<file path="src/rtl/dac_pkg.sv">
// Shared constants and FSM state type for the DAC sample scheduler.
// Midscale-on-underrun behaviour is selected by DAC_MIDSCALE_IDLE_EN.
package dac_pkg;

  localparam int DAC_DW = 8;
  localparam logic [DAC_DW-1:0] DAC_MIDSCALE = 8'h80;

  typedef enum logic [1:0] {
    IDLE,
    ARM,
    RUN
  } dac_state_t;

endpackage

</file>
<file path="src/rtl/dac_rr_arbiter.sv">
// Rotate-priority search: first requester after 'last', with wrap.
// Purely combinational; grant is meaningful only when any=1.
module dac_rr_arbiter #(
  parameter int NCH = 4,
  parameter int SW  = $clog2(NCH)
) (
  input  logic [NCH-1:0] req,
  input  logic [SW-1:0]  last,
  output logic [NCH-1:0] gnt_onehot,
  output logic [SW-1:0]  gnt_idx,
  output logic           any
);

  logic [SW-1:0] idx;

  always_comb begin
    gnt_onehot = '0;
    gnt_idx    = '0;
    any        = 1'b0;
    idx        = '0;
    for (int i = 1; i <= NCH; i++) begin
      idx = SW'((int'(last) + i) % NCH);
      if (!any && req[idx]) begin
        any             = 1'b1;
        gnt_idx         = idx;
        gnt_onehot[idx] = 1'b1;
      end
    end
  end

endmodule

</file>
<file path="src/rtl/dac_sample_scheduler.sv">
// Time-multiplexes one DAC between NCH sources on a divided tick.
// Define DAC_MIDSCALE_IDLE_EN to drive midscale on underrun ticks.
module dac_sample_scheduler
  import dac_pkg::*;
#(
  parameter int NCH   = 4,
  parameter int DW    = DAC_DW,
  parameter int DIV_W = 16
) (
  input  logic                    clk,
  input  logic                    rst,
  input  logic                    run,
  input  logic [DIV_W-1:0]        div,
  input  logic [NCH-1:0]          ch_en,
  input  logic [NCH-1:0]          s_valid,
  input  logic [NCH*DW-1:0]       s_data,
  output logic [NCH-1:0]          s_ready,
  output logic [DW-1:0]           dout,
  output logic [$clog2(NCH)-1:0]  dsel,
  output logic                    dstrobe,
  output logic                    underrun
);

  localparam int SW = $clog2(NCH);

  dac_state_t       state, state_n;
  logic [DIV_W-1:0] cnt, cnt_n;
  logic [SW-1:0]    last;
  logic             tick;

  logic [NCH-1:0]   gnt_onehot;
  logic [SW-1:0]    gnt_idx;
  logic             any;

  dac_rr_arbiter #(
    .NCH (NCH),
    .SW  (SW)
  ) u_arb (
    .req        (ch_en & s_valid),
    .last       (last),
    .gnt_onehot (gnt_onehot),
    .gnt_idx    (gnt_idx),
    .any        (any)
  );

  // run=0 in RUN suppresses the tick so no grant races the exit
  assign tick    = (state == RUN) && run && (cnt >= div);
  assign s_ready = tick ? gnt_onehot : '0;

  always_comb begin
    state_n = state;
    cnt_n   = cnt;
    unique case (state)
      IDLE: begin
        cnt_n = '0;
        if (run) state_n = ARM;
      end
      ARM: begin
        cnt_n   = '0;
        state_n = RUN;
      end
      RUN: begin
        if (!run) begin
          state_n = IDLE;
          cnt_n   = '0;
        end else if (tick) begin
          cnt_n = '0;
        end else begin
          cnt_n = cnt + 1'b1;
        end
      end
      default: begin
        state_n = IDLE;
        cnt_n   = '0;
      end
    endcase
  end

  always_ff @(posedge clk or posedge rst) begin
    if (rst) begin
      state <= IDLE;
      cnt   <= '0;
    end else begin
      state <= state_n;
      cnt   <= cnt_n;
    end
  end

  always_ff @(posedge clk or posedge rst) begin
    if (rst) begin
      last     <= SW'(NCH - 1);
      dout     <= DAC_MIDSCALE;
      dsel     <= '0;
      dstrobe  <= 1'b0;
      underrun <= 1'b0;
    end else begin
      dstrobe  <= 1'b0;
      underrun <= 1'b0;
      if (tick) begin
        if (any) begin
          dout    <= s_data[gnt_idx*DW +: DW];
          dsel    <= gnt_idx;
          dstrobe <= 1'b1;
          last    <= gnt_idx;
        end else begin
          underrun <= 1'b1;
`ifdef DAC_MIDSCALE_IDLE_EN
          dout    <= DAC_MIDSCALE;
          dstrobe <= 1'b1;
`else
          dout    <= dout;
`endif
        end
      end
    end
  end

endmodule

</file>
<file path="config.mk">
export PLATFORM = sky130hd
export DESIGN_NAME = dac_sample_scheduler
export DESIGN_NICKNAME = d
export VERILOG_FILES = /design/src/rtl/dac_pkg.sv /design/src/rtl/dac_rr_arbiter.sv /design/src/rtl/dac_sample_scheduler.sv
export SDC_FILE = /design/constraint.sdc
export NUM_CORES = 1
export LEC_CHECK = 0
export BUFFER_PORTS_ARGS = -buffer_cell sky130_fd_sc_hd__buf_2
export CAP_MARGIN = 20
export CORE_ASPECT_RATIO = 0.5
export CORE_MARGIN = 2
export CORE_UTILIZATION = 53
export DETAILED_ROUTE_END_ITERATION = 7
export GPL_ROUTABILITY_DRIVEN = 1
export PLACE_DENSITY = 0.91
export SYNTH_ARGS = -nofsm -noshare
export SYNTH_HDL_FRONTEND = slang
export SYNTH_HIERARCHICAL = 1
export SYNTH_SLANG_ARGS = --single-unit
</file>
<file path="constraint.sdc">
create_clock -name clk -period 3 [get_ports clk]
set_input_delay 0.45 -clock clk [delete_from_list [all_inputs] [get_ports clk]]
set_output_delay 0.45 -clock clk [all_outputs]
set_load 0.1 [all_outputs]
</file>
==> impl_metrics.csv, run 1 <==
group,metric,value,unit
status,status,"finished clean",
timing,finalCritPeriodShare,0.996,
synthesis,yosys-top-cells-area,"dfrtp_1 (27%), ha_1 (12%), mux4_2 (7.7%)",
worst_setup_path,required,2.55,ns
drt,ant_nets,0,
worst_setup_path,cp-end-kind,"output pin",
synthesis,async_reset_ff_frac,1.00,
drt,drc,0,
clocking,clk_latency,0.28,ns
layout,diodes,0,
clocking,cts_tree,"done",
floorplanning,ios,75,
worst_setup_path,timing.rr.start,"last[0]",
power,vdd_drop_max,0.164,mV
timing,tightest_slew,0.629,ns
worst_setup_path,slowest_delay,0.64,ns
clocking,cts_htree_levels,2,
job,maxCapViolations,0,
worst_setup_path,path_cells,"inv_6 > ha_4 > mux2i_4 > nand2_1 > o21ai_1 > a221o_1 > nor3b_4 > buf_12",
drt,vias,2406,
timing,finalHoldViolCount,0,
clocking,numCtsBuffers,5,
power,pwr_density_cell,307,nW/µm²
placed_design,dp_hpwl,4710,µm
global_routing,grtUsageTotal,0.225,
clocking,cts.reportedPaths.clkPinSlew,0.07,ns
layout,regArea,805,µm²
layout,multi_input_area,1710,µm²
synthesis,syn_nets,361,
clocking,clk_path_buf_depth,2,
drt,dr.pass1.iters,4,
global_routing,overflow,0,
worst_setup_path,crit_type,"flop to output pin",
synthesis,synth_edf_count,0,
synthesis,yosysUniqueCellTypes,51,
layout,nets,443,
synthesis,yosysTopAreaCellShare,0.274,
worst_setup_path,reg2reg_to,"dout[6]",
timing,relSlewSlack,0.579,
timing,clock_skew,0.00634,ns
worst_setup_path,critPathMaxFanout,8,
timing,finalSetupViolations,0,
drt,drtIter0Drc,188,
placed_design,place_ws,0.171,ns
worst_setup_path,cp.arrival,2.54,ns
clocking,clockRootBuffer,"clkbuf_8",
drt,avgRoutedWirePerCell,14.6,µm
synthesis,ys.flop_type,"dfrtp_1",
global_routing,antenna_found_initial,0,
global_routing,grt_start_max_net_pins,31,
floorplanning,rows,18,
synthesis,syn-cell-area,2650,µm²
timing,slew_violations,0,
layout,drive_above_1_share,0.364,
global_routing,grt_pass1_vias,2193,
layout,fin_area,3390,µm²
global_routing,grt_pass1_wl,9970,µm
floorplanning,fp.coreArea,4860,µm²
synthesis,synth_most_common_cell,"dfrtp_1",
synthesis,ys_warn_count,6,
timing,clock.fmax,335,MHz
floorplanning,start_util,0.544,
placed_design,place_inst,415,
floorplanning,die-area,5610,µm²
layout,fin_util,0.697,
synthesis,netlist_top_cells_count,"dfrtp_1 (29), nand2_1 (28), ha_1 (25), nor2_1 (24), inv_1 (23)",
worst_setup_path,path_delay_family,"flip-flops",
floorplanning,fp.dieH,54.0,µm
hold_path,hp-class,"input pin to asynchronous set/reset pin",
timing,setup_tns,0,ns
drt,routed_via_density,5.60,
clocking,clock_sinks,32,
placed_design,globalplace.congestion,0.787,
synthesis,syn_inst,277,
timing,setup_slack,0.0116,ns
placed_design,numPortBuffers,74,
layout,n_fill_cell,375,
synthesis,ys_seq_area_frac,0.304,
floorplanning,fp.dieW,104,µm
worst_setup_path,rr_worst_depth,10,
worst_setup_path,critical_path_buf_inv_count,2,
placed_design,place_area,3200,µm²
power,p_leak,1.66,nW
layout,final_cells,430,
synthesis,ys_ff_latch,32,
drt,wirelength,6290,µm
worst_setup_path,cp-start-kind,"flop",
synthesis,synth_area_leader_cell,"dfrtp_1",
timing,fin_crit,2.99,ns
worst_setup_path,crit_path_top_delay_cell,"dfstp_2",
worst_setup_path,r2r_setup_slack,0.21,ns
layout,syn2layout_area_growth,28.1,%
synthesis,syn_avg_cell_area,9.55,µm²
==> report_power, final <==
| part | switching [mW] | internal [mW] |
|---|---|---|
| sequential | 0.0177 | 0.447 |
| combinational | 0.134 | 0.107 |
| clock | 0.149 | 0.187 |
==> stage by stage <==
stage | power [mW] | hold WS [ns]
3_3_place_gp | 0.689 | 0.434
2_1_floorplan | 0.633 | 0.422
4_1_cts | 1.04 | 0.443
6_report | 1.04 | 0.100
5_1_grt | 1.10 | 0.106
3_5_place_dp | 0.702 | 0.458
==> sequential cells by signal, summed over array words and instances (netlist names) <==
name      flops
last          2
cnt          16
dout          8
state         2
dstrobe       1
dsel          2
underrun      1
==> metal layers <==
metal  vias up  GRT usage  routed length [µm]
li1       1168          -                   -
met1      1106      0.291                2620
met2       109      0.379                3160
met3        23     0.0400                 368
met4         0      0.108                 144
met5         -          0                   0
==> timing repair <==
item | 4_1_cts | 5_1_grt
endpoints found under the setup margin | 0 | 4
buffers inserted | 0 | 6
hold buffers | 0 | 0
gates resized for setup | 0 | 4
==> layout make-up <==
cell class	instances	share of cell area
well taps	70	0.0258
clock buffers	8	0.0266
inverters	24	0.0292
repair buffers	90	0.176
multi-input cells	206	0.505
flip-flops and latches	32	0.237
==> cells in the final DEF, fill, tap and decap left out, types with 3 or more instances in the layout <==
cell type and instances:
buf_2 70, dfrtp_1 29, nand2_1 28, nor2_1 24
ha_1 24, inv_1 22, buf_4 13, o221ai_1 12
xor2_1 12, nand3_1 10, o21ai_0 9, mux4_2 9
and3_1 7, and2_1 6, clkbuf_8 6, buf_12 6
a221o_1 5, o21ai_2 5, o31ai_1 4, nor3b_4 4
o21ai_1 4, and4_1 3, a211oi_1 3, a21oi_1 3
dfstp_2 3
==> how the worst max path moves through the flow <==
stage	cells after the start	start	slack [ns]	end
6_report	8	last[0]	0.01	s_ready[1]
5_1_grt	8	last[0]	-0.05	s_ready[1]
4_1_cts	5	last[0]	0.0007	s_ready[3]
3_5_place_dp	11	ch_en[1]	0.17	dout[6]
3_3_place_gp	9	div[9]	0.21	s_ready[2]
2_1_floorplan	8	div[15]	0.0002	s_ready[1]
==> worst register-to-register path: cells and delay by family (launching register included) <==
kind | cells | cell delay [ns]
buffers and inverters | 2 | 0.32
DFF | 1 | 0.64
muxes | 2 | 1.10
and+or+nand+nor | 3 | 0.25
AOI/OAI and AO/OA | 3 | 0.37
==> cells by family after synthesis <==
family,Yosys count,share of synthesized area
AO/OA/AOI/OAI,60,0.188
XOR/XNOR,14,0.0463
adder cells (fa/ha/maj),25,0.118
buffers and inverters,39,0.0738
flip-flops,32,0.304
multiplexers,12,0.0927
AND/OR/NAND/NOR,95,0.177
Note: power is estimated with default switching activity, not from simulation.
==> inputs of run 2 (changes only) <==
CORE_UTILIZATION = 54   (was 53)
PLACE_DENSITY = 0.92   (was 0.91)
SYNTH_HIERARCHICAL = unset   (was 1)
==> impl_metrics.csv, run 2 <==
group,metric,value,unit
floorplanning,fp.coreArea,5000,µm²
floorplanning,fp.dieW,106,µm
layout,syn2layout_area_growth,26.1,%
global_routing,grt_pass1_wl,12300,µm
drt,drc,0,
synthesis,syn-cell-area,2840,µm²
floorplanning,ios,75,
floorplanning,rows,18,
placed_design,dp_hpwl,5490,µm
layout,final_common_cell,"buf_2",
drt,drtIter0Drc,228,
clocking,clk_path_buf_depth,2,
floorplanning,die-area,5880,µm²
synthesis,ys_seq_area_frac,0.284,
power,p_leak,1.87,nW
synthesis,netlist_top_cells_count,"dfrtp_1 (29), inv_1 (28), ha_1 (25), nor2_1 (24), nand2_1 (22)",
timing,relSlewSlack,0.510,
synthesis,yosysTopAreaCellShare,0.256,
worst_setup_path,rr_worst_depth,10,
timing,clock_skew,0.00186,ns
synthesis,synth_area_leader_cell,"dfrtp_1",
clocking,ctsHoldBuffers,0,
power,pwr_density_cell,285,nW/µm²
drt,avgRoutedWirePerCell,14.8,µm
layout,fin_area,3580,µm²
timing,fin_crit,2.89,ns
clocking,cts_tree,"done",
global_routing,antenna_found_initial,0,
layout,fin_util,0.715,
synthesis,ys_ff_latch,32,
layout,nets,505,
synthesis,yosysUniqueCellTypes,56,
layout,largest_register_ffs,16,
worst_setup_path,cp.arrival,2.44,ns
timing,rsz0062_at_grt,"yes",
drt,ant_nets,0,
synthesis,syn_nets,423,
placed_design,globalplace.congestion,0.919,
synthesis,syn_avg_cell_area,8.36,µm²
global_routing,grt_pass1_vias,2739,
floorplanning,start_util,0.567,
synthesis,ys_warn_count,0,
clocking,numCtsBuffers,5,
synthesis,synth_most_common_cell,"dfrtp_1",
drt,wirelength,7300,µm
synthesis,yosys-top-cells-area,"dfrtp_1 (26%), ha_1 (11%), inv_1 (3.7%)",
layout,regMostFlops,"cnt",
drt,routed_via_density,6.02,
timing,finalSetupViolations,0,
global_routing,grt_start_max_net_pins,33,
layout,drive_above_1_share,0.280,
drt,vias,2962,
clocking,cts_htree_levels,2,
floorplanning,fp.dieH,55.2,µm
drt,dr.pass1.iters,6,
power,vdd_drop_max,0.145,mV
worst_setup_path,reg2reg_to,"dout[3]",
timing,finalHoldViolCount,0,
layout,regArea,805,µm²
synthesis,synth_edf_count,0,
clocking,clock_sinks,32,
global_routing,grtUsageTotal,0.258,
job,maxCapViolations,0,
timing,tightest_slew,0.734,ns
clocking,clk_latency,0.28,ns
hold_path,hp-class,"input pin to asynchronous set/reset pin",
worst_setup_path,required,2.55,ns
worst_setup_path,cp-start-kind,"flop",
placed_design,place_ws,0.168,ns
global_routing,overflow,0,
timing,finalCritPeriodShare,0.965,
layout,multi_input_area,1960,µm²
placed_design,place_area,3410,µm²
synthesis,ys.flop_type,"dfrtp_1",
layout,layout_common_cells,"buf_2 (70), dfrtp_1 (29), inv_1 (27)",
worst_setup_path,crit_type,"flop to output pin",
clocking,cts.reportedPaths.clkPinSlew,0.06,ns
synthesis,async_reset_ff_frac,1.00,
timing,clock.fmax,345,MHz
timing,slew_violations,0,
clocking,clockRootBuffer,"clkbuf_8",
layout,top_regs,"cnt: 16 flops, dout: 8 flops",
worst_setup_path,r2r_setup_slack,0.32,ns
layout,diodes,0,
worst_setup_path,cp-end-kind,"output pin",
placed_design,numPortBuffers,74,
timing,setup_slack,0.106,ns
synthesis,syn_inst,339,
layout,n_fill_cell,397,
worst_setup_path,timing.rr.start,"last[0]",
status,status,"finished clean",
worst_setup_path,critPathMaxFanout,8,
==> run 2: changes by cell type in the layout (fill, tap and decap cells not counted), moves of 9 or more <==
cell	previous run	this run
o221ai_1	12	0
mux4_2	9	0
nand3_1	10	20
o22ai_1	0	15
a21oi_1	3	16
nor3_1	2	11
==> run 2: per-stage QoR <==
| step | setup TNS [ns] | total power, mW | std cells | hold slack (ns) |
|---|---|---|---|---|
| after global placement | 0 | 0.670 | 479 | 0.434 |
| after global routing | -0.0146 | 1.07 | 492 | 0.268 |
| after CTS | 0 | 1.02 | 489 | 0.253 |
| final | 0 | 1.02 | 492 | 0.236 |
| after floorplan | 0 | 0.595 | 339 | 0.421 |
| after detailed placement | 0 | 0.678 | 479 | 0.447 |
==> run 2: worst max-delay path: stages (launching register included) <==
cell       delay, ns
dfstp_2         0.56
inv_2           0.06
ha_4            0.26
nand3b_1        0.22
o2111ai_4       0.15
nand2_4         0.10
a222oi_1        0.50
a21oi_4         0.11
buf_12          0.19
==> run 2: cells by family after synthesis <==
logic type / count (synthesis) / synth area share
buf+inv: 40 / 0.0609
flops: 32 / 0.284
simple gates: 117 / 0.218
compound gates: 110 / 0.280
fa+ha+maj: 25 / 0.110
xor+xnor: 15 / 0.0463
==> run 2: routing by layer <==
layer	vias to the layer above	part of all wire	global-route usage
met5	-	0	0
li1	1419	-	-
met4	0	0.021	0.0965
met2	154	0.47	0.428
met3	20	0.085	0.0390
met1	1369	0.43	0.344
==> run 2: cell type report <==
type,count,share of cell area
Tap cell,70,0.0245
Inverter,30,0.0315
Multi-Input combinational cell,267,0.547
Clock buffer,8,0.0252
Sequential cell,32,0.225
Timing Repair Buffer,85,0.147
==> run 2: what timing repair did <==
item,CTS,global route
pin swaps,4,4
gates resized for setup,3,7
endpoints found under the setup margin,4,4
buffers inserted,2,3
==> run 2: how the worst max path moves through the flow <==
stage	startpoint	endpoint	slack [ns]
2_1_floorplan	last[0]	s_ready[0]	0.11
3_5_place_dp	last[1]	s_ready[3]	0.17
5_1_grt	last[0]	s_ready[2]	-0.01
6_report	last[0]	s_ready[3]	0.11
4_1_cts	last[0]	s_ready[0]	0.04
3_3_place_gp	last[1]	s_ready[0]	0.23
==> run 2: report_power, final <==
part           switching [mW]  internal, mW
Combinational           0.129        0.0886
Sequential             0.0122         0.447
Clock                   0.154         0.187
Total                   0.295         0.722
==> inputs of run 3 (changes only) <==
--- a/config.mk
+++ b/config.mk
@@ -14,4 +14,5 @@
 export GPL_ROUTABILITY_DRIVEN = 1
 export PLACE_DENSITY = 0.92
+export SKIP_LAST_GASP = 1
 export SYNTH_ARGS = -nofsm -noshare
 export SYNTH_HDL_FRONTEND = slang
==> constraint.sdc (replaced) <==
create_clock -name clk -period 3 [get_ports clk]
set_input_delay 0.6 -clock clk [delete_from_list [all_inputs] [get_ports clk]]
set_output_delay 0.6 -clock clk [all_outputs]
set_load 0.1 [all_outputs]
==> impl_metrics.csv, run 3 (same netlist as run 2, synthesis figures left out) <==
group,metric,value,unit
worst_setup_path,critPathMaxFanout,7,
timing,tightest_slew,0.750,ns
layout,largest_register_ffs,16,
global_routing,grt_start_max_net_pins,33,
job,maxCapViolations,0,
clocking,cts_tree,"done",
worst_setup_path,path_cells,"inv_4 > ha_4 > nand3b_1 > o2111ai_4 > nand2_2 > a222oi_1 > a21oi_4 > buf_12",
drt,wirelength,7530,µm
timing,fin_crit,3.12,ns
layout,syn2layout_area_growth,29.5,%
worst_setup_path,crit_type,"flop to output pin",
layout,drive_above_1_share,0.298,
worst_setup_path,slowest_delay,0.57,ns
layout,diodes,0,
drt,vias,2946,
worst_setup_path,crit_path_top_delay_cell,"dfstp_2",
layout,nets,516,
clocking,numCtsBuffers,5,
global_routing,top_usage_layer,"met2",
global_routing,grt_pass1_wl,12200,µm
timing,rsz0062_at_grt,"yes",
floorplanning,die-area,5880,µm²
timing,relSlewSlack,0.500,
timing,finalSetupViolations,4,
worst_setup_path,path_delay_family,"compound AO/OA/AOI/OAI gates",
clocking,clk_path_buf_depth,2,
global_routing,grtUsageTotal,0.255,
timing,slew_violations,0,
status,failed_checks,"setup timing",
global_routing,grt_util_met3,0.0401,
worst_setup_path,required,2.40,ns
timing,finalHoldViolCount,0,
worst_setup_path,cp-start-kind,"flop",
global_routing,overflow,0,
worst_setup_path,critical_path_buf_inv_count,2,
global_routing,use_met2,0.416,
power,p_leak,1.93,nW
clocking,clk_latency,0.28,ns
clocking,ctsHoldBuffers,0,
layout,regMostFlops,"cnt",
clocking,clockRootBuffer,"clkbuf_8",
floorplanning,rows,18,
timing,clock.fmax,321,MHz
placed_design,dp_hpwl,5610,µm
clocking,clock_sinks,32,
worst_setup_path,cp.arrival,2.52,ns
floorplanning,fp.dieH,55.2,µm
drt,dr.pass1.iters,6,
global_routing,antenna_found_initial,0,
status,status,"finished with violations",
layout,top_regs,"cnt: 16 flops, dout: 8 flops",
timing,whs,0.380,ns
floorplanning,fp.dieW,106,µm
global_routing,grt_pass1_vias,2585,
hold_path,hp-class,"input pin to asynchronous set/reset pin",
placed_design,place_inst,489,
power,pwr_density_cell,309,nW/µm²
drt,drtIter0Drc,289,
global_routing,grt_use_met1,0.361,
clocking,cts_htree_levels,2,
drt,avgRoutedWirePerCell,15.0,µm
placed_design,globalplace.congestion,0.902,
floorplanning,ios,75,
placed_design,numPortBuffers,74,
timing,setup_slack,-0.118,ns
timing,finalCritPeriodShare,1.04,
timing,clock_skew,0.00274,ns
drt,routed_via_density,5.86,
floorplanning,fp.coreArea,5000,µm²
floorplanning,start_util,0.567,
clocking,cts.reportedPaths.clkPinSlew,0.07,ns
layout,final_common_cell,"buf_2",
drt,drc,0,
layout,final_cells,503,
worst_setup_path,cp-end-kind,"output pin",
layout,layout_common_cells,"buf_2 (70), dfrtp_1 (29), inv_1 (28)",
power,vdd_drop_max,0.188,mV
drt,ant_nets,0,
-- run 3: changes by cell type in the layout (fill, tap and decap cells not counted), moves of 2 or more --
cell      previous run  this run
buf_4               10        20
buf_6                0         2
clkbuf_1             2         0
inv_2                3         1
-- run 3: final timing paths --
path	start	end	slack, ns	depth (start not counted)
worst min register to register	state[0]	state[0]	0.47	1
worst max register to register	last[1]	dout[6]	0.18	12
min in group clk	state[0]	state[0]	0.47	1
worst max-delay path	last[0]	s_ready[0]	-0.12	8
max in group asynchronous	rst	dout[7]	2.30	3
worst min-delay path	rst	cnt[0]	0.38	3
-- run 3: layout make-up --
| cell class | count | area (µm²) |
|---|---|---|
| Sequential cell | 32 | 805 |
| Multi-Input combinational cell | 267 | 1940 |
| Fill cell | 378 | 1330 |
| Clock buffer | 7 | 96.3 |
| Clock inverter | 1 | 30.0 |
| Tap cell | 70 | 87.6 |
| Timing Repair Buffer | 96 | 603 |
| Inverter | 30 | 115 |
-- run 3: metal layers --
metal	up-vias	part of all wire	routed length, µm
met2	113	0.48	3590
li1	1447	-	-
met4	0	0.012	93
met5	-	0	0
met3	11	0.059	448
met1	1375	0.45	3400
-- run 3: worst min-delay path, delay by kind of cell --
family                 cells  cell delay (ns)
buffers and inverters      3             0.48
-- run 3: stage by stage --
stage	area (µm²)	util	TNS (ns)	power, mW	setup WS, ns
finish	3670	0.734	-0.397	1.14	-0.118
global route	3670	0.734	-0.795	1.20	-0.204
CTS	3620	0.724	-0.235	1.14	-0.0901
detailed placement	3440	0.688	-0.0874	0.680	-0.0284
global placement	3440	0.688	0	0.671	0.00195
floorplan	2910	-	0	0.595	0.0184
-- run 3: where the power goes --
| part | internal, mW | switching [mW] | leakage, nW |
|---|---|---|---|
| combinational | 0.0915 | 0.126 | 1.43 |
| sequential | 0.447 | 0.0133 | 0.434 |
| clock | 0.293 | 0.165 | 0.0645 |
| total | 0.831 | 0.304 | 1.93 |
-- run 3: timing repair --
item / in CTS / in global routing
resized for setup: 12 / 5
gates cloned: 0 / 0
endpoints found under the setup margin: 4 / 4
buffers inserted: 2 / 4
pin swaps: 7 / 4
